## src/rtl/reset_run_pkg.sv

```systemverilog
// rtl/reset_run_pkg.sv - shared state encoding and sizing helpers for the reset/run sequencer
package reset_run_pkg;

  typedef enum logic [1:0] {
    HOLD    = 2'd0,
    RELEASE = 2'd1,
    RUN     = 2'd2,
    DONE    = 2'd3
  } seq_state_e;

  // The release counter only has to reach the last domain's release offset.
  function automatic int rc_width(input int n_domains, input int stagger);
    int span;
    span = (n_domains - 1) * stagger;
    return (span > 0) ? $clog2(span + 1) : 1;
  endfunction

endpackage

```

## src/rtl/reset_sync.sv

```systemverilog
// rtl/reset_sync.sv - two-flop reset synchroniser, asynchronous assert and synchronous deassert
module reset_sync (
  input  logic clock,
  input  logic reset,
  output logic rst_n_s
);

  logic meta_q;
  logic meta_d;
  logic sync_q;
  logic sync_d;

  always_comb begin
    meta_d = 1'b1;
    sync_d = meta_q;
  end

  always_ff @(posedge clock or negedge reset) begin
    if (!reset) begin
      meta_q <= 1'b0;
      sync_q <= 1'b0;
    end else begin
      meta_q <= meta_d;
      sync_q <= sync_d;
    end
  end

  assign rst_n_s = sync_q;

endmodule

```

## src/rtl/reset_run_sequencer.sv

```systemverilog
// rtl/reset_run_sequencer.sv - holds downstream reset domains, releases them staggered, then times a run window
module reset_run_sequencer
  import reset_run_pkg::*;
#(
  parameter int N_DOMAINS      = 3,
  parameter int RESET_CYCLES   = 2,
  parameter int STAGGER_CYCLES = 4,
  parameter int RUN_CYCLES     = 200,
  parameter int CNT_W          = 16
) (
  input  logic                 clock,
  input  logic                 reset,
  input  logic                 restart,
  input  logic                 pause,
  output logic [N_DOMAINS-1:0] domain_rst,
  output logic                 running,
  output logic                 done,
  output logic                 wrapped,
  output logic [CNT_W-1:0]     cycle_count
);

  localparam int HC_W = (RESET_CYCLES > 1) ? $clog2(RESET_CYCLES) : 1;
  localparam int RC_W = rc_width(N_DOMAINS, STAGGER_CYCLES);
  localparam logic [HC_W-1:0] HC_LAST = HC_W'(RESET_CYCLES - 1);
  localparam logic [CNT_W-1:0] CNT_LAST = CNT_W'(RUN_CYCLES - 1);
  localparam bit FREE_RUN = (RUN_CYCLES == 0);
  localparam bit ALL_AT_ONCE = ((N_DOMAINS - 1) * STAGGER_CYCLES == 0);

  if (N_DOMAINS < 1 || RESET_CYCLES < 1 || STAGGER_CYCLES < 0 || RUN_CYCLES < 0 ||
      CNT_W < 1 || CNT_W > 62 || longint'(RUN_CYCLES) >= (longint'(1) << CNT_W)) begin : g_bad_params
    $error("reset_run_sequencer: illegal parameter combination");
  end

  logic rst_n_s;

  reset_sync u_reset_sync (
    .clock   (clock),
    .reset   (reset),
    .rst_n_s (rst_n_s)
  );

  seq_state_e           state_q,       state_d;
  logic [HC_W-1:0]      hc_q,          hc_d;
  logic [RC_W-1:0]      rc_q,          rc_d;
  logic [N_DOMAINS-1:0] domain_rst_q,  domain_rst_d;
  logic                 running_q,     running_d;
  logic                 done_q,        done_d;
  logic                 wrapped_q,     wrapped_d;
  logic [CNT_W-1:0]     cycle_count_q, cycle_count_d;

  logic [RC_W-1:0]      rc_inc;
  logic [N_DOMAINS-1:0] rel_mask;

  // Bit i is set once the release counter has reached domain i's offset.
  function automatic logic [N_DOMAINS-1:0] release_mask(input logic [RC_W-1:0] rc);
    logic [N_DOMAINS-1:0] m;
    m = '0;
    for (int i = 0; i < N_DOMAINS; i++) begin
      m[i] = (rc >= RC_W'(i * STAGGER_CYCLES));
    end
    return m;
  endfunction

  assign rc_inc   = rc_q + RC_W'(1);
  assign rel_mask = release_mask(rc_inc);

  always_comb begin
    state_d       = state_q;
    hc_d          = hc_q;
    rc_d          = rc_q;
    domain_rst_d  = domain_rst_q;
    running_d     = running_q;
    done_d        = done_q;
    wrapped_d     = wrapped_q;
    cycle_count_d = cycle_count_q;

    if (restart) begin
      state_d       = HOLD;
      hc_d          = '0;
      rc_d          = '0;
      domain_rst_d  = '1;
      running_d     = 1'b0;
      done_d        = 1'b0;
      wrapped_d     = 1'b0;
      cycle_count_d = '0;
    end else begin
      case (state_q)
        HOLD: begin
          if (hc_q == HC_LAST) begin
            // Domain 0 drops on this edge; with no stagger every domain does and RUN starts now.
            rc_d         = '0;
            domain_rst_d = ~release_mask('0);
            if (ALL_AT_ONCE) begin
              state_d       = RUN;
              running_d     = 1'b1;
              cycle_count_d = '0;
            end else begin
              state_d = RELEASE;
            end
          end else begin
            hc_d = hc_q + HC_W'(1);
          end
        end
        RELEASE: begin
          rc_d         = rc_inc;
          domain_rst_d = domain_rst_q & ~rel_mask;
          if (rel_mask[N_DOMAINS-1]) begin
            state_d       = RUN;
            running_d     = 1'b1;
            cycle_count_d = '0;
          end
        end
        RUN: begin
          if (!pause) begin
            if (!FREE_RUN && cycle_count_q == CNT_LAST) begin
              state_d   = DONE;
              running_d = 1'b0;
              done_d    = 1'b1;
            end else begin
              cycle_count_d = cycle_count_q + CNT_W'(1);
              if (FREE_RUN && cycle_count_q == '1) begin
                wrapped_d = 1'b1;
              end
            end
          end
        end
        DONE: begin
        end
        default: begin
          state_d = HOLD;
        end
      endcase
    end
  end

  always_ff @(posedge clock or negedge rst_n_s) begin
    if (!rst_n_s) begin
      state_q       <= HOLD;
      hc_q          <= '0;
      rc_q          <= '0;
      domain_rst_q  <= '1;
      running_q     <= 1'b0;
      done_q        <= 1'b0;
      wrapped_q     <= 1'b0;
      cycle_count_q <= '0;
    end else begin
      state_q       <= state_d;
      hc_q          <= hc_d;
      rc_q          <= rc_d;
      domain_rst_q  <= domain_rst_d;
      running_q     <= running_d;
      done_q        <= done_d;
      wrapped_q     <= wrapped_d;
      cycle_count_q <= cycle_count_d;
    end
  end

  assign domain_rst  = domain_rst_q;
  assign running     = running_q;
  assign done        = done_q;
  assign wrapped     = wrapped_q;
  assign cycle_count = cycle_count_q;

endmodule
```

## config.mk

```make
export PLATFORM = sky130hd
export DESIGN_NAME = reset_run_sequencer
export DESIGN_NICKNAME = d
export VERILOG_FILES = /design/src/rtl/reset_run_pkg.sv /design/src/rtl/reset_sync.sv /design/src/rtl/reset_run_sequencer.sv
export SDC_FILE = /design/constraint.sdc
export NUM_CORES = 1
export LEC_CHECK = 0
export ABC_AREA = 1
export CORE_ASPECT_RATIO = 1.4
export CORE_MARGIN = 8
export CORE_UTILIZATION = 61
export CTS_BUF_LIST = sky130_fd_sc_hd__clkbuf_4 sky130_fd_sc_hd__clkbuf_8
export DETAILED_ROUTE_END_ITERATION = 10
export GPL_TIMING_DRIVEN = 0
export PLACE_DENSITY = 0.87
export RECOVER_POWER = 100
export SLEW_MARGIN = 20
export SYNTH_ARGS = -nofsm -noshare
export SYNTH_HDL_FRONTEND = slang
export SYNTH_SLANG_ARGS = --single-unit
```

## constraint.sdc

```tcl
create_clock -name clock -period 2.1 [get_ports clock]
set_input_delay 0.315 -clock clock [delete_from_list [all_inputs] [get_ports clock]]
set_output_delay 0.315 -clock clock [all_outputs]
set_load 0.02 [all_outputs]
```

==> flow_summary.ini, run 1 <==
[cts]
cts_resized = 0
cts-root-buf = clkbuf_8
worstSkewPairLatency_ns = 0.28
cts-buffers-inserted = 5
clk_pin_slew_ns = 0.06
htree_levels = 2
ctsHoldBuffers = 0
cts_buffer_depth = 2
postCtsSetupRepairBufs = 0
cts_num_sinks = 30
cts_tree = yes

[sta]
final-hold-violation-count = 0
tns_ns = 0
rsz0062_at_grt = no
setup-violations-final = 0
clock_skew_ns = 0.00580
maxSlewHeadroom_pct = 24.0
worst_slack_ns = 0.167
fmax_ghz = 0.517
finalMaxSlewViolations = 0
worstMarginPinSlew_ns = 1.14
fin_crit_sh_pct = 92.0
fin_crit_ns = 1.93

[critical_path]
endpoint = cycle_count[5]
start_kind = input pin
cp_max_fo = 10
reg2reg_from = state_q[0]
r2r-end = cycle_count[5]
setup.worst_path.start = restart
worstRegToRegCells = 11
worstPathArrival_ns = 2.10
cp-end-kind = register
path_class = in2reg
crit_required_ns = 2.27
rrSetupSlack_ns = 0.17

[die]
core-area_mm2 = 0.00306
num_rows = 24
io_pins = 26
die_w_um = 63.3
dieHeight_um = 82.2
start_util_pct = 62.3
die-area_mm2 = 0.00520

[yosys]
syn-cell-area_mm2 = 0.00191
ys_async_sr_fraction_pct = 100
synthDominantCellAreaShare_pct = 35.4
yosys.area_share.simple_pct = 36.3
ys_seq_elements = 30
yosys_warnings = 0
synth_top_family_by_area = simple AND/OR/NAND/NOR gates
synth_flop_cell = dfrtp_1
ys_top_cells_by_area = dfrtp_1 (35%), nand2_1 (15%), inv_1 (6.1%)
synthMuxAreaShare_pct = 0.525
yosys.area.top_type = dfrtp_1
yosys-top-cells-count = nand2_1 (75), inv_1 (31), nor2_1 (31), dfrtp_1 (27), nand3_1 (17)
synth_compound_area_share_pct = 9.51
syn_inst = 263
synthAdderAreaFrac_pct = 3.28
synth_xor_area_share_pct = 0.459
yosysSeqAreaShare_pct = 39.5
synth_enable_flop_cells = 0
post_synth.cell_area_avg_um2 = 7.26
yosys.cell_types.count = 28
yosysMostFrequentCell = nand2_1
syn_nets = 272

[placement]
dp_hpwl_um = 3490
gp_congestion = 0.941
pre_cts_slack_ns = -0.0262
io_buffers = 24

[global_routing]
grt_first_pass_wirelength_um = 7940
grt.overflow.total = 0
grt_max_degree = 29
antenna_found_initial = 0
grt_pass1_vias = 1823
grt.total_usage_pct = 18.9

[finish]
utilization_pct = 73.9
ff_latch_area_um2 = 754
drive_gt1_share_pct = 10.8
antennaDiodeCount = 0
multi_input_area_um2 = 950
nets = 303
area_growth_pct = 18.6
fillCellCount = 265

[drt]
routed_wl_um = 4670
antenna_left = 0
drc_errors = 0
via_per_inst = 5.43
drt_iter0_drc = 104
wl_per_cell_um = 14.0
num_vias = 1813
dr.pass1.iters = 4

[min_path]
hold_class = in2async

[power_and_ir_drop]
vdd.ir_drop.worst_uv = 551
p_leak_nw = 1.09
power_density_mw_per_mm2 = 767

[job]
maxCapViolations = 0

[status]
outcome = finished clean
## worst max-delay path: stages
cell and delay [ns]:
dlygate4sd3_1 0.69, nor2_1 0.15, nand3_1 0.17, nand3_2 0.14
nor2_4 0.30, inv_6 0.06, buf_6 0.16, nand2_1 0.07
o21ai_2 0.05
## per-stage QoR
| step | cells | hold slack, ns | instance area [um^2] | total power [mW] |
|---|---|---|---|---|
| 4_1_cts | 334 | 0.189 | 2290 | 1.81 |
| 3_5_place_dp | 326 | 0.301 | 2200 | 1.31 |
| 2_1_floorplan | 263 | 0.0194 | 1910 | 1.14 |
| 6_report | 334 | 0.260 | 2260 | 1.73 |
| 3_3_place_gp | 326 | 0.333 | 2200 | 1.30 |
| 5_1_grt | 334 | 0.269 | 2260 | 1.84 |
## registers in the layout, indices dropped and copies added, names as in the netlist
name,cells
done,1
domain_rst,3
state_q,2
u_reset_sync.meta_q,1
u_reset_sync.rst_n_s,1
cycle_count,16
rc_q,4
running,1
hc_q,1
## worst min-delay path by stage
| stage | startpoint | end | slack (ns) | cells after the start |
|---|---|---|---|---|
| 2_1_floorplan | reset | u_reset_sync.meta_q | 0.02 | 0 |
| 3_3_place_gp | u_reset_sync.meta_q | u_reset_sync.rst_n_s | 0.33 | 0 |
| 3_5_place_dp | u_reset_sync.rst_n_s | cycle_count[15] | 0.30 | 0 |
| 4_1_cts | reset | u_reset_sync.meta_q | 0.19 | 1 |
| 5_1_grt | reset | u_reset_sync.rst_n_s | 0.27 | 1 |
| 6_report | reset | u_reset_sync.rst_n_s | 0.26 | 1 |
## logic make-up (layout without fill, tap and decap cells)
group                      after synthesis  count (layout)
and+or+nand+nor                        155             155
buffers and inverters                   40              72
DFF                                     30              30
AOI/OAI and AO/OA                       29              29
adders and majority gates                5               5
other                                    2               2
xor gates and xnor gates                 1               1
muxes                                    1               1
## area by class of cell
class	count	area share [%]
Multi-Input combinational cell	193	42.0
Inverter	35	6.03
Clock inverter	1	0.221
Clock buffer	7	3.98
Tap cell	39	2.16
Buffer	5	1.66
Sequential cell	30	33.4
Timing Repair Buffer	24	10.6
## metal layers
layer / track usage (%) / vias to the layer above / wire, um
met2: 36.1 / 55 / 2420
met3: 3.91 / 8 / 241
li1: - / 905 / -
met1: 20.3 / 845 / 1910
met4: 6.71 / 0 / 91
met5: 0 / - / 0
## report_power, final
group | switching, mW | internal (mW)
logic | 0.385 | 0.174
clock network | 0.215 | 0.277
registers | 0.0499 | 0.633
## cell usage in the layout, fill, tap and decap left out
master,count
o21ai_2,8
conb_1,2
buf_4,1
clkdlybuf4s50_1,1
and3_1,1
nor2_4,2
nand3_1,17
inv_2,2
nor3_1,4
clkbuf_8,6
clkbuf_4,1
ha_1,5
inv_1,31
clkinv_1,1
nand3_2,1
mux2i_1,1
dfstp_2,3
clkbuf_1,2
a21oi_1,2
nor2_1,31
clkinv_2,1
buf_6,2
o21bai_1,2
o22ai_1,1
o21ai_0,16
dlygate4sd3_1,23
nand2_2,3
nand4_1,15
dfrtp_1,27
xor2_1,1
nor2_2,1
inv_6,1
nand2_1,80
No activity file was read; power rests on OpenSTA's default activity.
==> run 2: changes to the inputs <==
Settings changed: CTS_BUF_LIST sky130_fd_sc_hd__clkbuf_4 sky130_fd_sc_hd__clkbuf_8 to sky130_fd_sc_hd__clkbuf_2, PLACE_DENSITY 0.87 to 0.92, SYNTH_HIERARCHICAL from default to 1.
==> run 2 against run 1 <==
Global-route usage shrank 0.12 points. Sequential cell count is the same. Total power shrank 11%. Sequential share of layout area grew 1.5 points. Largest power group unchanged. Clock skew grew 0.023 ns.
==> flow_summary.ini, run 2 <==
[finish]
fin_area_mm2 = 0.00216
largest_reg_flops = 16
drive_gt1_share_pct = 12.0
nets = 291
antennaDiodeCount = 0
area_growth_pct = 16.4
final_cell_mix = nand2_1 (82), dfrtp_1 (27), inv_1 (25), nor2_1 (24), nand3_1 (23)
final_common_cell = nand2_1

[yosys]
syn_nets = 261
ys_seq_elements = 30
yosys.area.top_type = dfrtp_1
syn_inst = 252
yosysMostFrequentCell = nand2_1
synth_enable_flop_cells = 0
yosys-top-cells-count = nand2_1 (80), dfrtp_1 (27), inv_1 (25), nor2_1 (24), nand3_1 (23)
yosys.cell_types.count = 32
synth_flop_cell = dfrtp_1
synthDominantCellAreaShare_pct = 36.3
ys_async_sr_fraction_pct = 100
syn-cell-area_mm2 = 0.00186
yosys_warnings = 6
post_synth.cell_area_avg_um2 = 7.38
ys_top_cells_by_area = dfrtp_1 (36%), nand2_1 (16%), nand3_1 (6.2%)
yosysSeqAreaShare_pct = 40.6

[cts]
ctsHoldBuffers = 0
postCtsSetupRepairBufs = 0
cts-buffers-inserted = 5
htree_levels = 2
worstSkewPairLatency_ns = 0.40
cts_num_sinks = 30
cts_buffer_depth = 2
cts_tree = yes
cts_resized = 0
clk_pin_slew_ns = 0.18
cts-root-buf = clkbuf_2

[critical_path]
path_class = reg2out
cp_max_fo = 2
worstRegToRegCells = 12
cp-end-kind = output pin
crit_buf_inv = 1
rrSetupSlack_ns = 0.21
r2r-end = cycle_count[6]
start_kind = register
reg2reg_from = state_q[0]
worst-path-stages = 1
worstPathArrival_ns = 1.62
crit_required_ns = 1.78
crit_chain = dlygate4sd3_1
crit_slowest_cell = dlygate4sd3_1
cpPeakStageDelay_ns = 0.67
critPathTopFamily = buffers and inverters

[global_routing]
grt_max_degree = 29
antenna_found_initial = 0
grt.total_usage_pct = 18.7
grt_pass1_vias = 1876
grt.overflow.total = 0
grt_first_pass_wirelength_um = 7720

[sta]
rsz0062_at_grt = no
worstMarginPinSlew_ns = 1.13
tns_ns = 0
fin_crit_ns = 1.93
clock_skew_ns = 0.0293
fin_crit_sh_pct = 92.0
finalMaxSlewViolations = 0
timing.hold.ws_ns = 0.113
fmax_ghz = 0.517
final-hold-violation-count = 0
setup-violations-final = 0
maxSlewHeadroom_pct = 24.8

[power_and_ir_drop]
power_density_mw_per_mm2 = 710
p_leak_nw = 1.09
vdd.ir_drop.worst_uv = 661

[drt]
via_per_inst = 5.40
num_vias = 1728
antenna_left = 0
routed_wl_um = 4350
drt_iter0_drc = 66
drc_errors = 0
wl_per_cell_um = 13.6
dr.pass1.iters = 4

[die]
core-area_mm2 = 0.00288
dieHeight_um = 81.3
start_util_pct = 64.6
num_rows = 23
io_pins = 26
die-area_mm2 = 0.00510
die_w_um = 62.7

[min_path]
hold_class = in2async

[placement]
gp_congestion = 0.943
dp_hpwl_um = 3290
io_buffers = 23
place_area_mm2 = 0.00214

[job]
maxCapViolations = 0

[status]
outcome = finished clean
## run 2: where the power goes
part / internal, mW / leakage [nW] / switching, mW / total, mW
Combinational: 0.189 / 0.659 / 0.364 / 0.554
Sequential: 0.632 / 0.398 / 0.0540 / 0.686
Clock: 0.0834 / 0.0327 / 0.214 / 0.297
## run 2: cell type report
class                   instances  area (um^2)
repair buffers                 23          230
clock inverters                 2         10.0
plain buffers                   7         61.3
fillers                       251          713
inverters                      28          108
clock buffers                   6         30.0
multi-input cells             187          925
flip-flops and latches         30          754
well taps                      37         46.3
## run 2: layer usage
| layer | global-route usage [%] | vias up | routed length, um |
|---|---|---|---|
| met4 | 14.4 | 0 | 134 |
| met3 | 4.54 | 14 | 204 |
| met5 | 0 | - | 0 |
| met2 | 35.7 | 49 | 2370 |
| met1 | 16.9 | 807 | 1640 |
| li1 | - | 858 | - |
## run 2: how the worst max path moves through the flow
| stage | start | endpoint | slack (ns) |
|---|---|---|---|
| 3_3_place_gp | cycle_count[0] | cycle_count[15] | 0.44 |
| 4_1_cts | domain_rst[0] | domain_rst[0] | 0.23 |
| 6_report | domain_rst[0] | domain_rst[0] | 0.17 |
| 5_1_grt | state_q[0] | cycle_count[9] | 0.09 |
| 2_1_floorplan | cycle_count[0] | cycle_count[4] | 0.52 |
| 3_5_place_dp | state_q[0] | cycle_count[2] | 0.39 |
## run 2: cells by family after synthesis
logic type	count (synthesis)	share of synthesized area [%]
other	2	0.404
flip-flops	30	40.6
AND/OR/NAND/NOR	155	37.9
multiplexers	1	0.538
buffers and inverters	35	9.42
adder cells (fa/ha/maj)	5	3.36
XOR/XNOR	3	1.41
AO/OA/AOI/OAI	21	6.39
## run 2: metrics by stage
| step | power (mW) | setup slack [ns] | instances | utilization, % |
|---|---|---|---|---|
| after floorplan | 1.11 | 0.520 | 252 | - |
| after global placement | 1.25 | 0.445 | 312 | 74.2 |
| after detailed placement | 1.28 | 0.390 | 312 | 74.3 |
| after CTS | 1.57 | 0.232 | 320 | 75.7 |
| after global routing | 1.64 | 0.0875 | 320 | 75.2 |
| final | 1.54 | 0.167 | 320 | 75.2 |
